`src/rtl/div_issue_ctrl.sv`:
```
// Issue/commit sequencer for the execute-stage divider IPs (AXI-stream operand and result channels).
// Optional macro DIV_ZERO_BYPASS_EN: a zero divisor completes locally without using the IP.
module div_issue_ctrl #(
  parameter int WIDTH       = 32,
  parameter int TIMEOUT_CYC = 64,
  parameter int LAT_W       = 8
) (
  input  logic               clk,
  input  logic               reset,
  input  logic               es_valid,
  input  logic               op_div,
  input  logic               op_divu,
  input  logic [WIDTH-1:0]   src_a,
  input  logic [WIDTH-1:0]   src_b,
  input  logic               flush,
  input  logic               ms_allowin,
  output logic               div_signed,
  output logic               dividend_tvalid,
  input  logic               dividend_tready,
  output logic               divisor_tvalid,
  input  logic               divisor_tready,
  output logic [WIDTH-1:0]   dividend_tdata,
  output logic [WIDTH-1:0]   divisor_tdata,
  input  logic               dout_tvalid,
  input  logic [2*WIDTH-1:0] dout_tdata,
  output logic               ready_go,
  output logic               hilo_we,
  output logic [WIDTH-1:0]   lo_wdata,
  output logic [WIDTH-1:0]   hi_wdata,
  output logic [LAT_W-1:0]   div_lat,
  output logic               timeout_err
);

  localparam int TMO_W = $clog2(TIMEOUT_CYC + 1);
  localparam logic [TMO_W-1:0] TMO_MAX = TMO_W'(TIMEOUT_CYC);
  localparam logic [LAT_W-1:0] LAT_ONE = {{(LAT_W-1){1'b0}}, 1'b1};

  typedef enum logic [2:0] {
    S_IDLE  = 3'd0,
    S_SEND  = 3'd1,
    S_WAIT  = 3'd2,
    S_HOLD  = 3'd3,
    S_DRAIN = 3'd4,
    S_ZERO  = 3'd5
  } state_t;

  state_t           state_r, state_nxt_s;
  logic             dvd_sent_r, dvs_sent_r;
  logic [LAT_W-1:0] lat_cnt_r, lat_inc_s;
  logic [TMO_W-1:0] tmo_cnt_r;
  logic             is_div_s, launch_s, zero_div_s, commit_s, tmo_active_s;
  logic             dvd_done_s, dvs_done_s;

  assign is_div_s     = es_valid & (op_div | op_divu);
  assign launch_s     = (state_r == S_IDLE) & is_div_s & ~flush;
  assign dvd_done_s   = dvd_sent_r | (dividend_tvalid & dividend_tready);
  assign dvs_done_s   = dvs_sent_r | (divisor_tvalid & divisor_tready);
  assign commit_s     = ((state_r == S_WAIT) & dout_tvalid & ~flush) | ((state_r == S_ZERO) & ~flush);
  assign tmo_active_s = (state_r == S_SEND) | (state_r == S_WAIT) | (state_r == S_DRAIN);
  assign lat_inc_s    = (lat_cnt_r == {LAT_W{1'b1}}) ? lat_cnt_r : lat_cnt_r + LAT_ONE;

`ifdef DIV_ZERO_BYPASS_EN
  assign zero_div_s = (src_b == {WIDTH{1'b0}});
`else
  assign zero_div_s = 1'b0;
`endif

  // State register
  always_ff @(posedge clk or posedge reset) begin
    if (reset) state_r <= S_IDLE;
    else       state_r <= state_nxt_s;
  end

  // Next-state logic; a flush only cancels cleanly once no operand has reached the IP
  always_comb begin
    state_nxt_s = state_r;
    case (state_r)
      S_IDLE: begin
        if (launch_s) state_nxt_s = zero_div_s ? S_ZERO : S_SEND;
        else          state_nxt_s = S_IDLE;
      end
      S_SEND: begin
        if (flush)                          state_nxt_s = (dvd_done_s | dvs_done_s) ? S_DRAIN : S_IDLE;
        else if (dvd_done_s & dvs_done_s)   state_nxt_s = S_WAIT;
        else                                state_nxt_s = S_SEND;
      end
      S_WAIT: begin
        if (flush)            state_nxt_s = dout_tvalid ? S_IDLE : S_DRAIN;
        else if (dout_tvalid) state_nxt_s = ms_allowin ? S_IDLE : S_HOLD;
        else                  state_nxt_s = S_WAIT;
      end
      S_HOLD: begin
        if (ms_allowin | flush) state_nxt_s = S_IDLE;
        else                    state_nxt_s = S_HOLD;
      end
      S_DRAIN: begin
        if (dout_tvalid) state_nxt_s = S_IDLE;
        else             state_nxt_s = S_DRAIN;
      end
      S_ZERO: begin
        if (flush | ms_allowin) state_nxt_s = S_IDLE;
        else                    state_nxt_s = S_HOLD;
      end
      default: state_nxt_s = S_IDLE;
    endcase
  end

  // Output logic: channel valids, stage handshake and HI/LO write port
  always_comb begin
    dividend_tvalid = 1'b0;
    divisor_tvalid  = 1'b0;
    ready_go        = 1'b1;
    hilo_we         = commit_s;
    lo_wdata        = {WIDTH{1'b0}};
    hi_wdata        = {WIDTH{1'b0}};
    if ((state_r == S_SEND) | (state_r == S_DRAIN)) begin
      dividend_tvalid = ~dvd_sent_r;
      divisor_tvalid  = ~dvs_sent_r;
    end else begin
      dividend_tvalid = 1'b0;
      divisor_tvalid  = 1'b0;
    end
    if (is_div_s) begin
      case (state_r)
        S_WAIT, S_ZERO: ready_go = commit_s;
        S_HOLD:         ready_go = 1'b1;
        default:        ready_go = 1'b0;
      endcase
    end else begin
      ready_go = 1'b1;
    end
    if (commit_s) begin
      if (state_r == S_ZERO) begin
        lo_wdata = {WIDTH{1'b1}};
        hi_wdata = dividend_tdata;
      end else begin
        lo_wdata = dout_tdata[2*WIDTH-1:WIDTH];
        hi_wdata = dout_tdata[WIDTH-1:0];
      end
    end else begin
      lo_wdata = {WIDTH{1'b0}};
      hi_wdata = {WIDTH{1'b0}};
    end
  end

  // Operand latch and per-channel sent flags
  always_ff @(posedge clk or posedge reset) begin
    if (reset) begin
      dividend_tdata <= {WIDTH{1'b0}};
      divisor_tdata  <= {WIDTH{1'b0}};
      div_signed     <= 1'b0;
      dvd_sent_r     <= 1'b0;
      dvs_sent_r     <= 1'b0;
    end else if (launch_s) begin
      dividend_tdata <= src_a;
      divisor_tdata  <= src_b;
      div_signed     <= op_div;
      dvd_sent_r     <= 1'b0;
      dvs_sent_r     <= 1'b0;
    end else if ((state_r == S_SEND) | (state_r == S_DRAIN)) begin
      dvd_sent_r     <= dvd_done_s;
      dvs_sent_r     <= dvs_done_s;
    end else begin
      dvd_sent_r     <= dvd_sent_r;
      dvs_sent_r     <= dvs_sent_r;
    end
  end

  // Launch-to-result latency; the reported value includes the result cycle
  always_ff @(posedge clk or posedge reset) begin
    if (reset) begin
      lat_cnt_r <= {LAT_W{1'b0}};
      div_lat   <= {LAT_W{1'b0}};
    end else begin
      if (launch_s)                                    lat_cnt_r <= {LAT_W{1'b0}};
      else if ((state_r == S_SEND) | (state_r == S_WAIT)) lat_cnt_r <= lat_inc_s;
      else                                             lat_cnt_r <= lat_cnt_r;
      if (commit_s) div_lat <= (state_r == S_ZERO) ? LAT_ONE : lat_inc_s;
      else          div_lat <= div_lat;
    end
  end

  // Watchdog on time spent waiting for the IP; the error flag is sticky
  always_ff @(posedge clk or posedge reset) begin
    if (reset) begin
      tmo_cnt_r   <= {TMO_W{1'b0}};
      timeout_err <= 1'b0;
    end else if (tmo_active_s) begin
      if (tmo_cnt_r != TMO_MAX) tmo_cnt_r <= tmo_cnt_r + {{(TMO_W-1){1'b0}}, 1'b1};
      else                      tmo_cnt_r <= tmo_cnt_r;
      if (tmo_cnt_r == TMO_MAX - {{(TMO_W-1){1'b0}}, 1'b1}) timeout_err <= 1'b1;
      else                                                  timeout_err <= timeout_err;
    end else begin
      tmo_cnt_r   <= {TMO_W{1'b0}};
      timeout_err <= timeout_err;
    end
  end

endmodule

```
`config.mk`:
```
export PLATFORM = sky130hd
export DESIGN_NAME = div_issue_ctrl
export DESIGN_NICKNAME = d
export VERILOG_FILES = /design/src/rtl/div_issue_ctrl.sv
export SDC_FILE = /design/constraint.sdc
export NUM_CORES = 1
export LEC_CHECK = 0
export ABC_AREA = 1
export CAP_MARGIN = 15
export CORE_AREA = 2 2 108 110
export DETAILED_ROUTE_END_ITERATION = 16
export DIE_AREA = 0 0 110 112
export DONT_BUFFER_PORTS = 1
export PLACE_DENSITY_LB_ADDON = 0.2
export SLEW_MARGIN = 20
export SYNTH_ARGS = -nofsm -noshare
export SYNTH_HDL_FRONTEND = slang
export SYNTH_SLANG_ARGS = --single-unit
export TNS_END_PERCENT = 5
```
`constraint.sdc`:
```
create_clock -name clk -period 4.3 [get_ports clk]
set_input_delay 0.43 -clock clk [delete_from_list [all_inputs] [get_ports clk]]
set_output_delay 0.43 -clock clk [all_outputs]
set_load 0.01 [all_outputs]
```
Word-level counts from Yosys, hierarchy flattened
Index checks and enable logic that the tools add are counted.

operators by class
  multiplexer cells = 28
  bitwise logic cells = 21
  add/sub/neg operators = 2
  reductions and logical operators = 6
  equal/unequal tests = 9

operator list
  operator                                              count
  2-to-1 mux 32 bit                                     4
  2-to-1 mux 8 bit                                      4
  one-hot mux 3 bit (5 select lines)                    1
  2-to-1 mux 7 bit                                      2
  2-to-1 mux 3 bit                                      4
  AND 1 bit                                             9
  OR 1 bit                                              9
  adder 8 x 1 -> 8 bit (second input constant)          1
  equality test 8 bit (second input constant)           1
  2-to-1 mux 1 bit                                      8
  2-to-1 mux 2 bit                                      4
  adder 7 x 1 -> 7 bit (second input constant)          1
  equality test 7 x 6 -> 1 bit (second input constant)  1
  != test 7 bit (second input constant)                 1
  equality test 3 x 2 -> 1 bit (second input constant)  2
  equality test 3 bit (second input constant)           2
  nonzero test 2 bit                                    2
  OR reduction 2 bit                                    2
  equality test 3 x 1 -> 1 bit (second input constant)  1
  zero test 3 bit                                       1
  inverter 1 bit                                        3
  != test 2 x 1 -> 1 bit (second input constant)        1
  one-hot mux 1 bit (2 select lines)                    1
  AND reduction 2 bit                                   1

word-level totals
  flip-flop bits (word level) = 94
  word-level logic and storage cells = 76
  output and inout bits = 142
  bits of input ports = 138

Logic depth before layout (Yosys ltp)
Gate-level depths: netlist of run 1.

  depth in word-level cells = 9
  gate-level depth with buffers = 9
  depth with buffers taken out = 9

Worst setup path before layout of run 1
OpenSTA, ideal clock, no wires.

  kind = register to output
  from = reg state_r[2]
  to = out hi_wdata[0]
  stages on the path, launching flop included = 9
  path buffers = 1
  data required time = 3.870 ns
  arrival = 1.311 ns
  setup slack = 2.559 ns
  cells stage by stage = dfrtp_1 > nor2_1 > nand2_1 > inv_2 > nand3_1 > nand2_2 > inv_2 > buf_2 > a21oi_1

between the ends
  longest elaborated chain between the ends = 5
  elaborated cells between the ends (all ways) = 8
  those cells by class = eq/ne: 2; mux: 2; bitwise: 4

ends and longest elaborated chain
  what                          line  RTL
  start, declared               47    state_t state_r, state_nxt_s;
  start signal, assigned        71    else state_r <= state_nxt_s;
  equality test 3 x 2 -> 1 bit  58    assign commit_s = ((state_r == S_WAIT) & dout_tvalid & ~flush) | ((state_r == S_ZERO) & ~flush);
  AND 1 bit (2 in series)       58
  OR 1 bit                      58
  2-to-1 mux 32 bit *           132   if (commit_s) begin
  end, declared                 29    output logic [WIDTH-1:0] hi_wdata,

Mark *: on every way between the ends. The rest lies on a longest branch, timed or not.

Final worst setup path of run 1
  from = reg state_r[1]
  to = out hi_wdata[28]

between the ends
  longest elaborated chain between the ends = 5
  elaborated cells between the ends (all ways) = 8
  those cells by class = eq/ne: 2; mux: 2; bitwise: 4

ends and longest elaborated chain
  what                          line  RTL
  equality test 3 x 2 -> 1 bit  58
  AND 1 bit (2 in series)       58
  OR 1 bit *                    58
  via hilo_we                   27    output logic hilo_we,
  2-to-1 mux 32 bit *           132

The timed path passes the listed nets; every way through them passes the cells marked *.

==> results.json, run 1 <==
{
  "cp-startpoint": "state_r[1]",
  "first_pass_iters": 4,
  "yosysTopAreaCell": "dfrtp_1",
  "r2r-start": "state_r[1]",
  "hold_violations": 0,
  "cp.arrival_ns": 3.00,
  "avgSynthCellArea_um2": 7.43,
  "drive_gt1_share_pct": 4.78,
  "use_met2_pct": 34.6,
  "wirelength_um": 13300,
  "ys_seq_area_share_pct": 49.4,
  "irDropWorstVdd_uv": 266,
  "leakage_nw": 2.73,
  "die_w_um": 110,
  "final_cell_mix": "nand2_1, dfrtp_1, a21oi_1",
  "synth_top_area_share_pct": 49.4,
  "netlist_area_um2": 4760,
  "vias": 4028,
  "cts_htree_levels": 3,
  "place.detailed.hpwl_um": 9660,
  "diodes": 0,
  "syn2layout_area_growth_pct": 7.28,
  "crit_top_cell": "inv_2",
  "grt_antenna_before_repair": 0,
  "status": "completed",
  "holdBufCountCts": 0,
  "ys_top_cells_by_area": "dfrtp_1, nand2_1, o21a_1",
  "critPathSlowestCell": "nand3_2",
  "post_cts_buffers": 0,
  "drtAntennaViolNets": 0,
  "worstMarginPinSlew_ns": 0.917,
  "fin_crit_ns": 3.43,
  "port_buffers": 0,
  "viasPerCell": 5.22,
  "fin_area_um2": 5110,
  "met3_usage_pct": 4.92,
  "rows": 39,
  "crit_required_ns": 3.87,
  "maxSlewViolCount": 0,
  "fin_skew_ns": 0.00821,
  "nets": 765,
  "yosys_warnings": 0,
  "track_usage_pct": 21.4,
  "cts_root_buffer": "clkbuf_16",
  "initial_core_util_pct": 42.6,
  "cts_tree": "done",
  "setup_viol": 0,
  "crit_buf_inv": 3,
  "cts_sinks": 94,
  "layout_commonest_cell": "nand2_1",
  "pwr_density_cell_nw_per_um2": 679,
  "ys_seq_elements": 94,
  "routabilityCongestion": 0.812,
  "grt_max_degree": 72,
  "drc": 0,
  "cts_buffers": 9,
  "cp_cell_sequence": "inv_1 -> nand3_2 -> inv_2 -> nand2_1 -> nand2_2 -> inv_2 -> a21oi_1",
  "drv_cap": 0,
  "power_w": 0.00347,
  "syn_nets": 782,
  "num_io_pins": 280,
  "clkTransAtPathRegs_ns": 0.06,
  "rsz0062_at_grt": "false",
  "synthCells": 641,
  "clockBufferDepth": 2,
  "clock_latency_ns": 0.33,
  "grt_use_met1_pct": 28.0,
  "dieArea_um2": 12300,
  "critical_path_class": "reg -> out",
  "grt_first_pass_wirelength_um": 20100,
  "fin_crit_sh_pct": 79.7,
  "timing.fmax_mhz": 292,
  "start_kind": "flop",
  "grt_overflow_total": 0,
  "busiest_layer": "met2",
  "finalSetupTns_ns": 0,
  "wl_per_cell_um": 17.2,
  "holdWs_ns": 0.105,
  "place_area_um2": 4800,
  "final_util_pct": 45.7,
  "endpoint_kind": "output pin",
  "cpLargestDelayFamily": "simple AND/OR/NAND/NOR gates",
  "ys_types": 24,
  "grt_pass1_vias": 3765,
  "post_cts_resized": 0,
  "hold_class": "in -> async",
  "relSlewSlack_pct": 38.9,
  "cp_max_fo": 41,
  "drtIter0Drc": 186,
  "max_stage_delay_ns": 0.55,
  "design.core.area_um2": 11200,
  "die_height_um": 112
}
-- layout make-up --
type | count | area (um2)
clock buffers | 11 | 233
clock inverters | 4 | 72.6
fillers | 1126 | 6060
inverters | 38 | 146
multi-input cells | 478 | 2100
flip-flops and latches | 94 | 2350
well taps | 143 | 179
repair buffers | 3 | 22.5
-- worst reg2reg max path: stages (launching register included) --
cell and delay (ns):
dfrtp_1 0.40, inv_1 0.11, nand3_2 0.55, inv_2 0.21
nand2_1 0.08, nand2_2 0.47, inv_2 0.46, nand2_1 0.17
nand2_1 0.06
-- where the power goes --
part           switching (W)  total (W)  internal, W  leakage (nW)
registers           0.000497    0.00175      0.00125          1.20
logic               0.000605   0.000895     0.000289          1.39
clock network       0.000319   0.000824     0.000506         0.146
-- synthesized netlist by cell type, drive strengths merged --
master and number:
o21a 33, inv 38, nor3 2, buf 25, xor2 4, nand4 4
a21oi 40, and3 1, nor2 16, or2 1, o21bai 1, xnor2 1
ha 3, nand3 26, dfrtp 94, nand2 337, clkbuf 6, o21ai 9
-- cells by family (layout without fill, tap and decap cells) --
logic type	Yosys count	in the layout	synth area share, %
fa+ha+maj	3	3	0.788
flops	94	94	49.4
simple gates	387	387	32.0
buf+inv	69	56	6.44
xor+xnor	5	5	0.919
compound gates	83	83	10.5
-- stage by stage --
stage / instances / worst slack (ns)
3_5_place_dp: 756 / 1.13
2_1_floorplan: 641 / 1.42
3_3_place_gp: 756 / 1.33
6_report: 771 / 0.873
4_1_cts: 771 / 0.771
5_1_grt: 771 / 0.470
-- registers in the layout, indices dropped and copies added (netlist names) --
signal,flops
dvd_sent_r,1
state_r,3
div_lat,8
dvs_sent_r,1
lat_cnt_r,8
div_signed,1
divisor_tdata,32
tmo_cnt_r,7
timeout_err,1
dividend_tdata,32
-- per-layer routing --
metal  wire length [um]  share of wire [%]
met5                  0                  0
met4                177                1.3
met3                995                7.5
met2               6520                 49
met1               5560                 42
-- path summary, 6_finish.rpt --
kind	to	slack (ns)	cells past startpoint
setup / recovery	hi_wdata[28]	0.87	7
hold / removal	divisor_tdata[19]	0.10	1
setup reg to reg	div_lat[1]	1.69	8
hold reg to reg	lat_cnt_r[7]	0.53	2
max in group asynchronous	state_r[0]	3.24	2
min in group clk	dividend_tdata[20]	0.20	2
Note: power is estimated with default switching activity, not from simulation.
==> inputs of run 2 (changes only) <==
==> constraint.sdc (replaced) <==
create_clock -name clk -period 2.75 [get_ports clk]
set_input_delay 0.275 -clock clk [delete_from_list [all_inputs] [get_ports clk]]
set_output_delay 0.275 -clock clk [all_outputs]
set_load 0.01 [all_outputs]
==> run 2 against run 1 <==
Sequential cell count stayed put. Sequential power rose by 57%. Global-route usage rose by 0.86 points. Non-clock buffer count rose by 18. Final cell count up 2.2%. Critical path depth increased by 2. Combinational power grew 63%. Clock-buffer cell count is 1 lower. Largest cell class unchanged. Largest power group unchanged. Highest routed layer unchanged.
==> results.json, run 2 (same netlist as run 1, synthesis figures left out) <==
{
  "rows": 39,
  "p_int_w": 0.00314,
  "start_kind": "flop",
  "layout_commonest_cell": "nand2_1",
  "cts_tree": "done",
  "clock_latency_ns": 0.34,
  "initial_core_util_pct": 42.6,
  "fin_skew_ns": 0.00671,
  "drtIter0Drc": 180,
  "grt_overflow_total": 0,
  "cts_buffers": 9,
  "dieArea_um2": 12300,
  "pwr-share-clk_pct": 22.1,
  "grt_first_pass_wirelength_um": 20700,
  "endpoint_kind": "output pin",
  "leakage_nw": 2.81,
  "crit_buf_inv": 4,
  "post_cts_buffers": 0,
  "pwr_density_cell_nw_per_um2": 1030,
  "viasPerCell": 5.29,
  "netSwitchingFraction_pct": 41.8,
  "drtAntennaViolNets": 0,
  "critical_path_class": "reg -> out",
  "die_w_um": 110,
  "rsz0062_at_grt": "false",
  "p_seq_share_pct": 50.9,
  "cts_root_buffer": "clkbuf_16",
  "cpLargestDelayFamily": "buffers and inverters",
  "cp_max_fo": 29,
  "worstMarginPinSlew_ns": 0.629,
  "hold_violations": 0,
  "vias": 4172,
  "holdWs_ns": 0.0436,
  "wirelength_um": 13700,
  "fin_crit_ns": 2.31,
  "drive_gt1_share_pct": 7.29,
  "design.core.area_um2": 11200,
  "first_pass_iters": 4,
  "max_stage_delay_ns": 0.42,
  "track_usage_pct": 22.3,
  "grt_antenna_before_repair": 0,
  "critPathSlowestCell": "dfrtp_1",
  "fin_crit_sh_pct": 84.0,
  "hold_class": "in -> reg",
  "drv_cap": 0,
  "crit_required_ns": 2.48,
  "p_switching_w": 0.00226,
  "clkTransAtPathRegs_ns": 0.06,
  "cp.arrival_ns": 2.04,
  "pwr-share-comb_pct": 27.0,
  "wl_per_cell_um": 17.4,
  "diodes": 0,
  "timing.fmax_mhz": 433,
  "status": "completed",
  "top_regs": "dividend_tdata x32, divisor_tdata x32",
  "grt_max_degree": 65,
  "drc": 0,
  "relSlewSlack_pct": 58.1,
  "routabilityCongestion": 0.837,
  "final_cell_mix": "nand2_1, dfrtp_1, a21oi_1",
  "num_io_pins": 280,
  "nets": 783,
  "cp_cell_sequence": "nor2_1 -> nand2_1 -> inv_2 -> nand3_1 -> nand2_2 -> inv_2 -> buf_4 -> nand3_1 -> buf_4",
  "instances_no_fill": 788,
  "setup_viol": 0,
  "finalSetupTns_ns": 0,
  "clockBufferDepth": 2,
  "irDropWorstVdd_uv": 448,
  "die_height_um": 112,
  "port_buffers": 0,
  "syn2layout_area_growth_pct": 9.85,
  "place.detailed.hpwl_um": 10200,
  "cts_sinks": 94,
  "place_inst": 773,
  "grt_pass1_vias": 4018,
  "cts_htree_levels": 3,
  "maxSlewViolCount": 0
}
run 2: timing repair:
action                                 in CTS  in global routing
hold buffers                                1                  0
setup endpoints to repair                   0                  0
resized for setup                           0                  0
endpoints found under the hold margin      45                  0
run 2: path summary, 6_finish.rpt:
path,start,slack [ns],cells past startpoint,to
hold reg to reg,lat_cnt_r[7],0.54,2,lat_cnt_r[7]
min in group asynchronous,reset,0.48,2,divisor_tdata[13]
max in group asynchronous,reset,1.52,3,lat_cnt_r[1]
hold / removal,src_b[18],0.04,2,divisor_tdata[18]
setup / recovery,state_r[0],0.44,9,ready_go
setup reg to reg,state_r[0],0.96,10,div_lat[0]
run 2: through the flow:
step                      cell area [um2]  power [W]  worst slack [ns]  util (%)
after floorplan                      4760    0.00376            0.0263         -
after global placement               4940    0.00417             0.837      44.2
after detailed placement             4940    0.00424             0.740      44.2
after CTS                            5230    0.00545             0.364      46.8
after global routing                 5230    0.00584             0.257      46.8
final                                5230    0.00539             0.440      46.8
run 2: power groups by stage:
stage | logic [W] | registers, W | clock network (W)
6_report | 0.00146 | 0.00275 | 0.00119
5_1_grt | 0.00172 | 0.00283 | 0.00129
4_1_cts | 0.00147 | 0.00275 | 0.00123
3_5_place_dp | 0.00148 | 0.00276 | 0
3_3_place_gp | 0.00141 | 0.00276 | 0
2_1_floorplan | 0.00119 | 0.00257 | 0
run 2: metal layers:
layer	track usage, %	wire length (um)	part of all wire [%]	vias up
li1	-	-	-	2000
met1	28.9	5650	41	1939
met2	36.4	6710	49	217
met3	4.63	1110	8.1	16
met4	8.19	220	1.6	0
met5	0	0	0	-
run 2: layout make-up:
type | instances | area, um2
timing repair buffer | 21 | 173
clock buffer | 10 | 229
fill | 1110 | 5940
multi-input combinational | 478 | 2100
sequential | 94 | 2350
clock inverter | 4 | 50.0
tap | 143 | 179
inverter | 38 | 145
